`config.mk`:
```
export PLATFORM = sky130hd
export DESIGN_NAME = spi_bus_arbiter
export DESIGN_NICKNAME = d
export VERILOG_FILES = /design/src/rtl/spi_bus_arbiter.sv
export SDC_FILE = /design/constraint.sdc
export NUM_CORES = 1
export LEC_CHECK = 0
export CAP_MARGIN = 20
export CORE_AREA = 4 4 60 62
export DETAILED_ROUTE_END_ITERATION = 10
export DIE_AREA = 0 0 64 66
export GPL_TIMING_DRIVEN = 0
export PLACE_DENSITY = 0.77
export SYNTH_ARGS = -nofsm -noshare
export SYNTH_HDL_FRONTEND = slang
export SYNTH_SLANG_ARGS = --single-unit
```
`constraint.sdc`:
```
create_clock -name clock -period 1.75 [get_ports clock]
set_input_delay 0.2625 -clock clock [delete_from_list [all_inputs] [get_ports clock]]
set_output_delay 0.2625 -clock clock [all_outputs]
set_load 0.01 [all_outputs]
```
`src/rtl/spi_bus_arbiter.sv`:
```
// Round-robin arbiter sharing one SPI master byte engine among requesters.
// Ownership lasts a whole transaction, i.e. until a byte flagged last completes.
module spi_bus_arbiter #(
    parameter int NUM_REQUESTERS      = 2,
    parameter int SPI_NUM_CHIP_SELECT = 1
) (
    input  logic                                          clock,
    input  logic                                          reset,
    input  logic [NUM_REQUESTERS-1:0]                     req,
    input  logic [NUM_REQUESTERS-1:0]                     req_last,
    input  logic [8*NUM_REQUESTERS-1:0]                   req_tx_data,
    input  logic [SPI_NUM_CHIP_SELECT*NUM_REQUESTERS-1:0] req_cs,
    output logic [NUM_REQUESTERS-1:0]                     grant,
    output logic [NUM_REQUESTERS-1:0]                     ack,
    output logic [7:0]                                    rx_data,
    output logic                                          m_start,
    output logic [7:0]                                    m_tx_data,
    output logic [SPI_NUM_CHIP_SELECT-1:0]                m_cs,
    output logic                                          m_cs_hold,
    input  logic                                          m_done,
    input  logic [7:0]                                    m_rx_data
);

    localparam int IW = $clog2(NUM_REQUESTERS);
    localparam int CSW = SPI_NUM_CHIP_SELECT;

    typedef enum logic [2:0] {
        ST_IDLE,
        ST_GRANT,
        ST_START,
        ST_WAIT,
        ST_ACK
    } state_t;

    state_t        state;
    state_t        state_nxt;
    logic [IW-1:0] owner;
    logic [IW-1:0] rr_ptr;
    logic [IW-1:0] winner;
    logic [IW-1:0] cand;
    logic          any_req;
    logic          started;
    logic          last_q;

    logic [7:0]     tx_arr [NUM_REQUESTERS];
    logic [CSW-1:0] cs_arr [NUM_REQUESTERS];

    always_comb begin
        for (int i = 0; i < NUM_REQUESTERS; i++) begin
            tx_arr[i] = req_tx_data[8*i +: 8];
            cs_arr[i] = req_cs[CSW*i +: CSW];
        end
    end

    // Walk offsets from far to near so the nearest requester after rr_ptr wins.
    always_comb begin
        winner  = '0;
        cand    = '0;
        any_req = 1'b0;
        for (int i = NUM_REQUESTERS; i >= 1; i--) begin
            cand = IW'((int'(rr_ptr) + i) % NUM_REQUESTERS);
            if (req[cand]) begin
                winner  = cand;
                any_req = 1'b1;
            end
        end
    end

    always_comb begin
        state_nxt = state;
        unique case (state)
            ST_IDLE: begin
                if (any_req) state_nxt = ST_GRANT;
            end
            ST_GRANT: begin
                if (req[owner])   state_nxt = ST_START;
                else if (!started) state_nxt = ST_IDLE;
            end
            ST_START: state_nxt = ST_WAIT;
            ST_WAIT: begin
                if (m_done) state_nxt = ST_ACK;
            end
            ST_ACK: state_nxt = last_q ? ST_IDLE : ST_GRANT;
            default: state_nxt = ST_IDLE;
        endcase
    end

    always_ff @(posedge clock or negedge reset) begin
        if (!reset) begin
            state     <= ST_IDLE;
            owner     <= '0;
            rr_ptr    <= IW'(NUM_REQUESTERS - 1);
            started   <= 1'b0;
            last_q    <= 1'b0;
            m_tx_data <= '0;
            m_cs      <= '0;
            m_cs_hold <= 1'b0;
            rx_data   <= '0;
        end else begin
            state <= state_nxt;
            case (state)
                ST_IDLE: begin
                    if (any_req) begin
                        owner   <= winner;
                        rr_ptr  <= winner;
                        m_cs    <= cs_arr[winner];
                        started <= 1'b0;
                    end
                end
                ST_GRANT: begin
                    if (req[owner]) begin
                        m_tx_data <= tx_arr[owner];
                        m_cs_hold <= !req_last[owner];
                        last_q    <= req_last[owner];
                    end
                end
                ST_START: started <= 1'b1;
                ST_WAIT: begin
                    if (m_done) rx_data <= m_rx_data;
                end
                default: ;
            endcase
        end
    end

    always_comb begin
        grant = '0;
        ack   = '0;
        if (state != ST_IDLE) grant[owner] = 1'b1;
        if (state == ST_ACK)  ack[owner]   = 1'b1;
    end

    assign m_start = (state == ST_START);

endmodule

```
== Word level (Yosys, flattened, before mapping) ==
Cells that the tools add are included.
Storage, ports and cells
  register bits after elaboration: 25
  bits of input ports: 33
  output and inout bits: 23
  logic and storage cells: 66
Cells by class
  add/sub/neg operators: 2
  order comparisons: 6
  eq/ne operators: 7
  muxes and demuxes: 30
  bitwise gates (word level): 2
  reduce and logical (&&, ||, !) cells: 10
Operator list (count)
  $mux 8: 3
  $mux 1: 18
  $pmux 3 s5: 1
  $mux 3: 4
  $reduce_and 2->1: 4
  $eq 3x2->1 const B: 2
  $lt 1x2->1 const B: 3
  $ge 2x2->1 const B: 2
  $mux 2: 2
  $ne 2x2->1 const B: 2
  $not 1->2: 2
  $eq 3x1->1 const B: 1
  $eq 3x3->1 const B: 1
  $logic_not 3->1: 1
  $ne 3x3->1 const B: 1
  $reduce_and 3->1: 1
  $reduce_bool 3->1: 1
  $add 1x1->1 const B: 2
  $pmux 1 s2: 1
  $reduce_bool 2->1: 1
  $demux 1 s1: 1
  $ge 1x1->1 const B: 1
  $logic_and 1x1->1: 1
  $logic_not 1->1: 1

== Logic depth before layout (Yosys ltp) ==
Gate-level depths: netlist of run 1.
  depth in word-level cells: 9
  gate-level depth with buffers: 6
  mapped depth without buffers: 3

== Worst setup path before layout of run 1 ==
Ideal clock, no wire load.
  path kind: flip-flop to flip-flop
  start point: register owner
  end point: register m_cs_hold
  arrival time: 1304 ps
  required time: 1623 ps
  setup slack: 318 ps
  stages on the path, launching flop included: 6
  path buffers: 2
  clock period less this slack: 1432 ps
  cells stage by stage: dfrtp_1 > buf_6 > mux2_4 > buf_2 > nand2_1 > mux2_1
Between the ends
  cells in the longest elaborated chain, start to end: 3
  elaborated cells on any way between the ends: 6
  classes of those cells: mux (4); reduce/logical (2)
RTL lines
  start: declaration: line 37  | logic [IW-1:0] owner;
  start signal: assignment: line 104  | owner <= winner;
  $mux 1 (on tied branches) (2 in series): line 111, 113
  $reduce_and 2->1 (no line) or $logic_not 1->1 (tied branches)
  end signal: assignment: line 113  | m_cs_hold <= !req_last[owner];
  end: declaration: line 19  | output logic m_cs_hold,
Several ways; a longest one is shown, not always the timed one. The select of a mux whose other input is x is not followed.
A chain may end at the register's enable or synchronous reset.

== Worst setup path in the final report of run 1 ==
  start point: register owner
  end point: output ack[0]
Between the ends
  cells in the longest elaborated chain, start to end: 5
  elaborated cells on any way between the ends: 6
  classes of those cells: order compare (2); mux (3); reduce/logical (1)
RTL lines
  $lt 1x2->1 (not written as such) or $ge 1x1->1 (tied branches): line 130  | if (state == ST_ACK) ack[owner] = 1'b1;
  $logic_and 1x1->1 (not written as such): line 130
  $mux 1 (not written as such): line 130
  $demux 1 s1 *: line 130
  $mux 2 *: line 130
  end: declaration: line 14  | output logic [NUM_REQUESTERS-1:0] ack,
Mark *: on every way between the ends. The rest lies on a longest branch, timed or not.

==> results of run 1 <==
==> placed cells by master (no fill, tap or decap), types with 2 or more instances in the layout <==
master,instances
dlygate4sd2_1,2
nand2b_1,2
a31oi_1,11
dfrtp_1,23
clkbuf_2,2
nor2_1,2
mux2i_1,9
a21oi_1,12
inv_1,2
buf_4,4
buf_2,2
nor3b_2,2
clkdlybuf4s50_1,50
nand2_1,3
clkbuf_4,3
a21o_1,2
mux2_1,11
==> area by class of cell <==
class | count | area share (%)
sequential | 25 | 33.51
clock buffer | 3 | 1.202
tap | 44 | 2.937
buffer | 7 | 2.537
clock inverter | 1 | 0.2670
timing repair buffer | 57 | 30.57
multi-input combinational | 66 | 28.57
inverter | 2 | 0.4005
==> power by group <==
group / switching, mW / internal (mW) / total, mW / leakage, nW
clock network: 0.166 / 0.0853 / 0.251 / 0.0177
logic: 0.779 / 0.931 / 1.71 / 0.493
registers: 0.160 / 0.875 / 1.03 / 0.287
==> synthesized netlist by cell type, drive strengths merged <==
| cell type | number | area [um^2] |
|---|---|---|
| a21o | 2 | 15.01 |
| a32oi | 1 | 8.760 |
| nor2b | 1 | 6.260 |
| mux2 | 12 | 138.9 |
| buf | 7 | 46.29 |
| nand2 | 3 | 11.26 |
| nand3b | 1 | 7.510 |
| inv | 2 | 7.510 |
| a21boi | 1 | 7.510 |
| o21ai | 1 | 5.000 |
| nor2 | 2 | 7.510 |
| or3 | 1 | 6.260 |
| dfstp | 1 | 26.28 |
| nor4b | 1 | 8.760 |
| clkbuf | 1 | 3.750 |
| or3b | 1 | 8.760 |
| nand2b | 2 | 12.51 |
| a21oi | 12 | 60.06 |
| a31oi | 11 | 68.82 |
| nor3 | 1 | 16.27 |
| nand4b | 1 | 15.01 |
| nor3b | 2 | 20.02 |
| dfrtp | 24 | 600.6 |
| mux2i | 9 | 90.09 |
| nor4bb | 1 | 10.01 |
==> flip-flops by register name, indices dropped and copies added (netlist names) <==
signal and cells:
started 1, rr_ptr 1, m_cs_hold 1, m_cs 1, m_tx_data 8, last_q 1, rx_data 8, owner 1
state 3
==> critical path, delay by kind of cell (launching register included) <==
family	cells	cell delay, ns
buf+inv	2	0.37
flops	1	0.40
simple gates	1	0.35
==> how the worst max path moves through the flow <==
stage                      from        end  slack [ns]
final                     owner     ack[0]        0.06
after global routing      owner     ack[0]       -0.03
after CTS                 owner     ack[0]       0.006
after detailed placement  owner     ack[0]       -0.13
after global placement    owner     ack[0]       -0.09
after floorplan           owner  m_cs_hold        0.32
==> through the flow <==
step	power (mW)	instances	hold slack, ns	TNS, ns	area [um^2]
global route	3.218	205	0.2633	-0.03117	1874
floorplan	1.970	101	-0.03309	0	1209
CTS	3.014	204	0.5019	0	1847
global placement	2.701	200	0.4687	-0.2096	1814
finish	2.996	205	0.2618	0	1874
detailed placement	2.763	200	0.4706	-0.3730	1814
==> timing repair <==
action / CTS / global route
pin swaps: 1 / 1
buffers inserted: 1 / 0
gates resized for setup: 10 / 5
endpoints found under the setup margin: 5 / 4
==> kinds of logic (layout without fill, tap and decap cells) <==
group / after synthesis / in the layout / share of synthesized area [%]
mux: 21 / 21 / 18.94
compound gates: 28 / 28 / 13.66
flops: 25 / 25 / 51.86
buf+inv: 10 / 70 / 4.761
simple gates: 17 / 17 / 10.77
==> per-layer routing <==
layer / track usage (%) / part of all wire, %
met5: 0 / 0
met4: 4.852 / 0.89
met3: 3.401 / 5.2
met2: 26.45 / 54
met1: 16.18 / 40
==> results_dict.tcl, run 1 <==
set metrics [dict create \
    vias_per_cell 5.024 \
    power.density_nw_per_um2 1598 \
    endpoint_kind "output pin" \
    critPathMaxFanout 15 \
    cp_slowest_cell "dfrtp_1" \
    portBuffers 55 \
    period_minus_slack_ns 1.689 \
    status "completed" \
    grt_pass1_wl_um 4885 \
    p_leak_nw 0.7982 \
    antenna_found_initial 0 \
    worst_slew_pin_slew_ns 0.4870 \
    clockBufferDepth 2 \
    firstDrtPassIters 4 \
    die_x_um 64 \
    synthCells 101 \
    path_class "reg -> out" \
    nFillCells 253 \
    num_vias 1030 \
    clk_latency_ns 0.31 \
    area_delta_synth_final_pct 55.07 \
    skew_ns 0.005675 \
    overflow 0 \
    ff_latch_area_um2 628.1 \
    drtAntennaViolNets 0 \
    diodes 0 \
    drive_gt1_share_pct 13.66 \
    cts_tree "yes" \
    core-area_um2 3028 \
    finalNetCount 195 \
    pin_count 56 \
    hpwlAfterDp_um 2234 \
    cts_inserted_buffers 3 \
    htreeDepth 1 \
    irDropWorstVdd_mv 0.7080 \
    ys_ff_latch 25 \
    period_share_pct 96.50 \
    wl_per_cell_um 14.77 \
    syn_area_um2 1209 \
    syn_nets 134 \
    ys_warn_count 0 \
    syn_avg_cell_area_um2 11.97 \
    clk_pin_slew_ns 0.14 \
    reg2reg_setup_slack_ns 0.16 \
    start_util_pct 39.92 \
    synth.distinct_cells 29 \
    drv_cap 0 \
    drc_errors 0 \
    setup_ws_ns 0.06128 \
    gp_congestion 0.7622 \
    ctsHoldBuffers 0 \
    drt-total-wl_um 3028 \
    grt_max_degree 26 \
    dp_slack_ns -0.1332 \
    first_global_vias 1088 \
    die-area_um2 4224 \
    critical_path_required_ns 1.49 \
    post-route-util_pct 61.90 \
    die_h_um 66 \
    timing.rr.start "owner" \
    worstPathCellList "buf_6, nor4b_1, clkbuf_2" \
    relSlewSlack_pct 67.43 \
    crit_arrival_ns 1.43 \
    max_freq_ghz 0.5922 \
    cts_root_buf "clkbuf_4" \
    multi_input_area_um2 535.5 \
    finalSetupViolations 0 \
    worst_setup_path_start_kind "register" \
    hold_path.class "in -> async" \
    ys_seq_area_share_pct 51.86 \
    clock-sinks 25 \
    rr_worst_depth 5 \
    track_usage_pct 14.38 \
    drt_iter0_drc 31 \
    reg2reg_to "m_cs_hold" \
    hold_viol 0 \
    rows 20 \
    crit_path_max_incr_delay_ns 0.40 \
    final-max-slew-violation-count 0 \
]
Note: power is estimated with default switching activity, not from simulation.
==> inputs of run 2 (changes only) <==
CAP_MARGIN = default   (was 20)
==> results_dict.tcl, run 2 (synthesis results as in run 1) <==
set metrics [dict create \
    status "completed" \
    placed_cell_area_um2 1814 \
    final-max-slew-violation-count 0 \
    track_usage_pct 14.38 \
    drv_cap 0 \
    cts_root_buf "clkbuf_4" \
    timing.rr.start "owner" \
    finalNetCount 194 \
    hp-start "started" \
    clk_latency_ns 0.31 \
    area_delta_synth_final_pct 52.48 \
    crit_start "state[1]" \
    vias_per_cell 5.034 \
    antenna_found_initial 0 \
    cts_inserted_buffers 3 \
    clock-sinks 25 \
    drc_errors 0 \
    portBuffers 55 \
    core-area_um2 3028 \
    layout_commonest_cell "clkdlybuf4s50_1" \
    finalSetupViolations 0 \
    period_share_pct 95.98 \
    drt_iter0_drc 40 \
    hold_viol 0 \
    critical_path_required_ns 1.49 \
    drive_gt1_share_pct 11.88 \
    gp_congestion 0.7622 \
    top_regs "m_tx_data x8, rx_data x8, state x3" \
    overflow 0 \
    die_x_um 64 \
    period_minus_slack_ns 1.680 \
    design_area_um2 1843 \
    first_global_vias 1088 \
    fin_hold_ws_ns 0.5004 \
    clockBufferDepth 2 \
    mostFrequentLayoutCells "clkdlybuf4s50_1, dfrtp_1, a21oi_1" \
    grt_max_degree 26 \
    drt-total-wl_um 2937 \
    worst_slew_pin_slew_ns 1.109 \
    grt_pass1_wl_um 4885 \
    relSlewSlack_pct 25.82 \
    reg2reg_to "m_cs_hold" \
    max_freq_ghz 0.5954 \
    endpoint_kind "output pin" \
    crit_arrival_ns 1.42 \
    hpwlAfterDp_um 2234 \
    reg2reg_setup_slack_ns 0.17 \
    rows 20 \
    firstDrtPassIters 2 \
    start_util_pct 39.92 \
    worst_setup_path_start_kind "register" \
    path_class "reg -> out" \
    diodes 0 \
    cts_tree "yes" \
    drtAntennaViolNets 0 \
    htreeDepth 1 \
    min_path_cells 1 \
    pin_count 56 \
    rsz0062_at_grt "false" \
    power.density_nw_per_um2 1612 \
    clk_pin_slew_ns 0.14 \
    skew_ns 0.003594 \
    die-area_um2 4224 \
    p_leak_nw 0.7901 \
    critPathMaxFanout 10 \
    irDropWorstVdd_mv 0.7078 \
    rr_worst_depth 5 \
    wl_per_cell_um 14.40 \
    die_h_um 66 \
    num_vias 1027 \
    hold_end "started" \
    hold_path.class "reg -> reg" \
]
==> run 2: cell count changes in the layout (fill, tap and decap cells not counted) <==
cell	before	now
nor4bb_1	0	1
clkdlybuf4s15_1	1	0
nor4bb_2	1	0
dlygate4sd2_1	2	4
buf_16	1	0
clkbuf_2	2	1
==> run 2: worst max-delay path: stages, from the launching register on <==
cell	delay (ns)
dfrtp_1	0.38
buf_4	0.17
nor3_4	0.21
nor2b_1	0.06
dlygate4sd2_1	0.28
==> run 2: area by class of cell <==
type                       count  area (um^2)
buffer                         7        47.55
clock buffer                   3        22.52
clock inverter                 1        5.005
fill                         257         1185
inverter                       2        7.507
multi-input combinational     66        529.3
sequential                    25        628.1
tap                           44        55.05
timing repair buffer          56        548.0
==> run 2: layer usage <==
metal  wire (um)  vias up  global-route usage, %
li1            -      491                      -
met1        1206      505                  16.18
met5           0        -                      0
met2        1547       29                  26.45
met3         155        2                  3.401
met4          27        0                  4.852
==> run 2: repair_timing <==
| action | 4_1_cts | 5_1_grt |
|---|---|---|
| cloned | 0 | 0 |
| hold buffers | 0 | 0 |
| pin swaps | 1 | 1 |
| endpoints found under the setup margin | 5 | 4 |
| gates resized for setup | 10 | 1 |
| setup buffers | 1 | 0 |
==> run 2: per-stage QoR <==
step	setup WS (ns)	utilization [%]	power, mW	cells	TNS [ns]
6_report	0.07041	60.87	2.971	204	0
2_1_floorplan	0.3181	-	1.970	101	0
3_3_place_gp	-0.08901	59.92	2.701	200	-0.2096
4_1_cts	0.006404	60.99	3.014	204	0
3_5_place_dp	-0.1332	59.92	2.763	200	-0.3730
5_1_grt	0.0007229	60.87	3.189	204	0
==> run 2: how the worst max path moves through the flow <==
stage	slack [ns]	cells after the start	end
5_1_grt	0.0007	3	ack[1]
6_report	0.07	4	grant[1]
2_1_floorplan	0.32	5	m_cs_hold
3_3_place_gp	-0.09	4	ack[0]
4_1_cts	0.006	3	ack[0]
3_5_place_dp	-0.13	4	ack[0]
==> run 2: report_power, final <==
part,leakage (nW),internal (mW),switching (mW)
combinational,0.485,0.918,0.767
sequential,0.287,0.875,0.159
clock,0.0177,0.0853,0.167
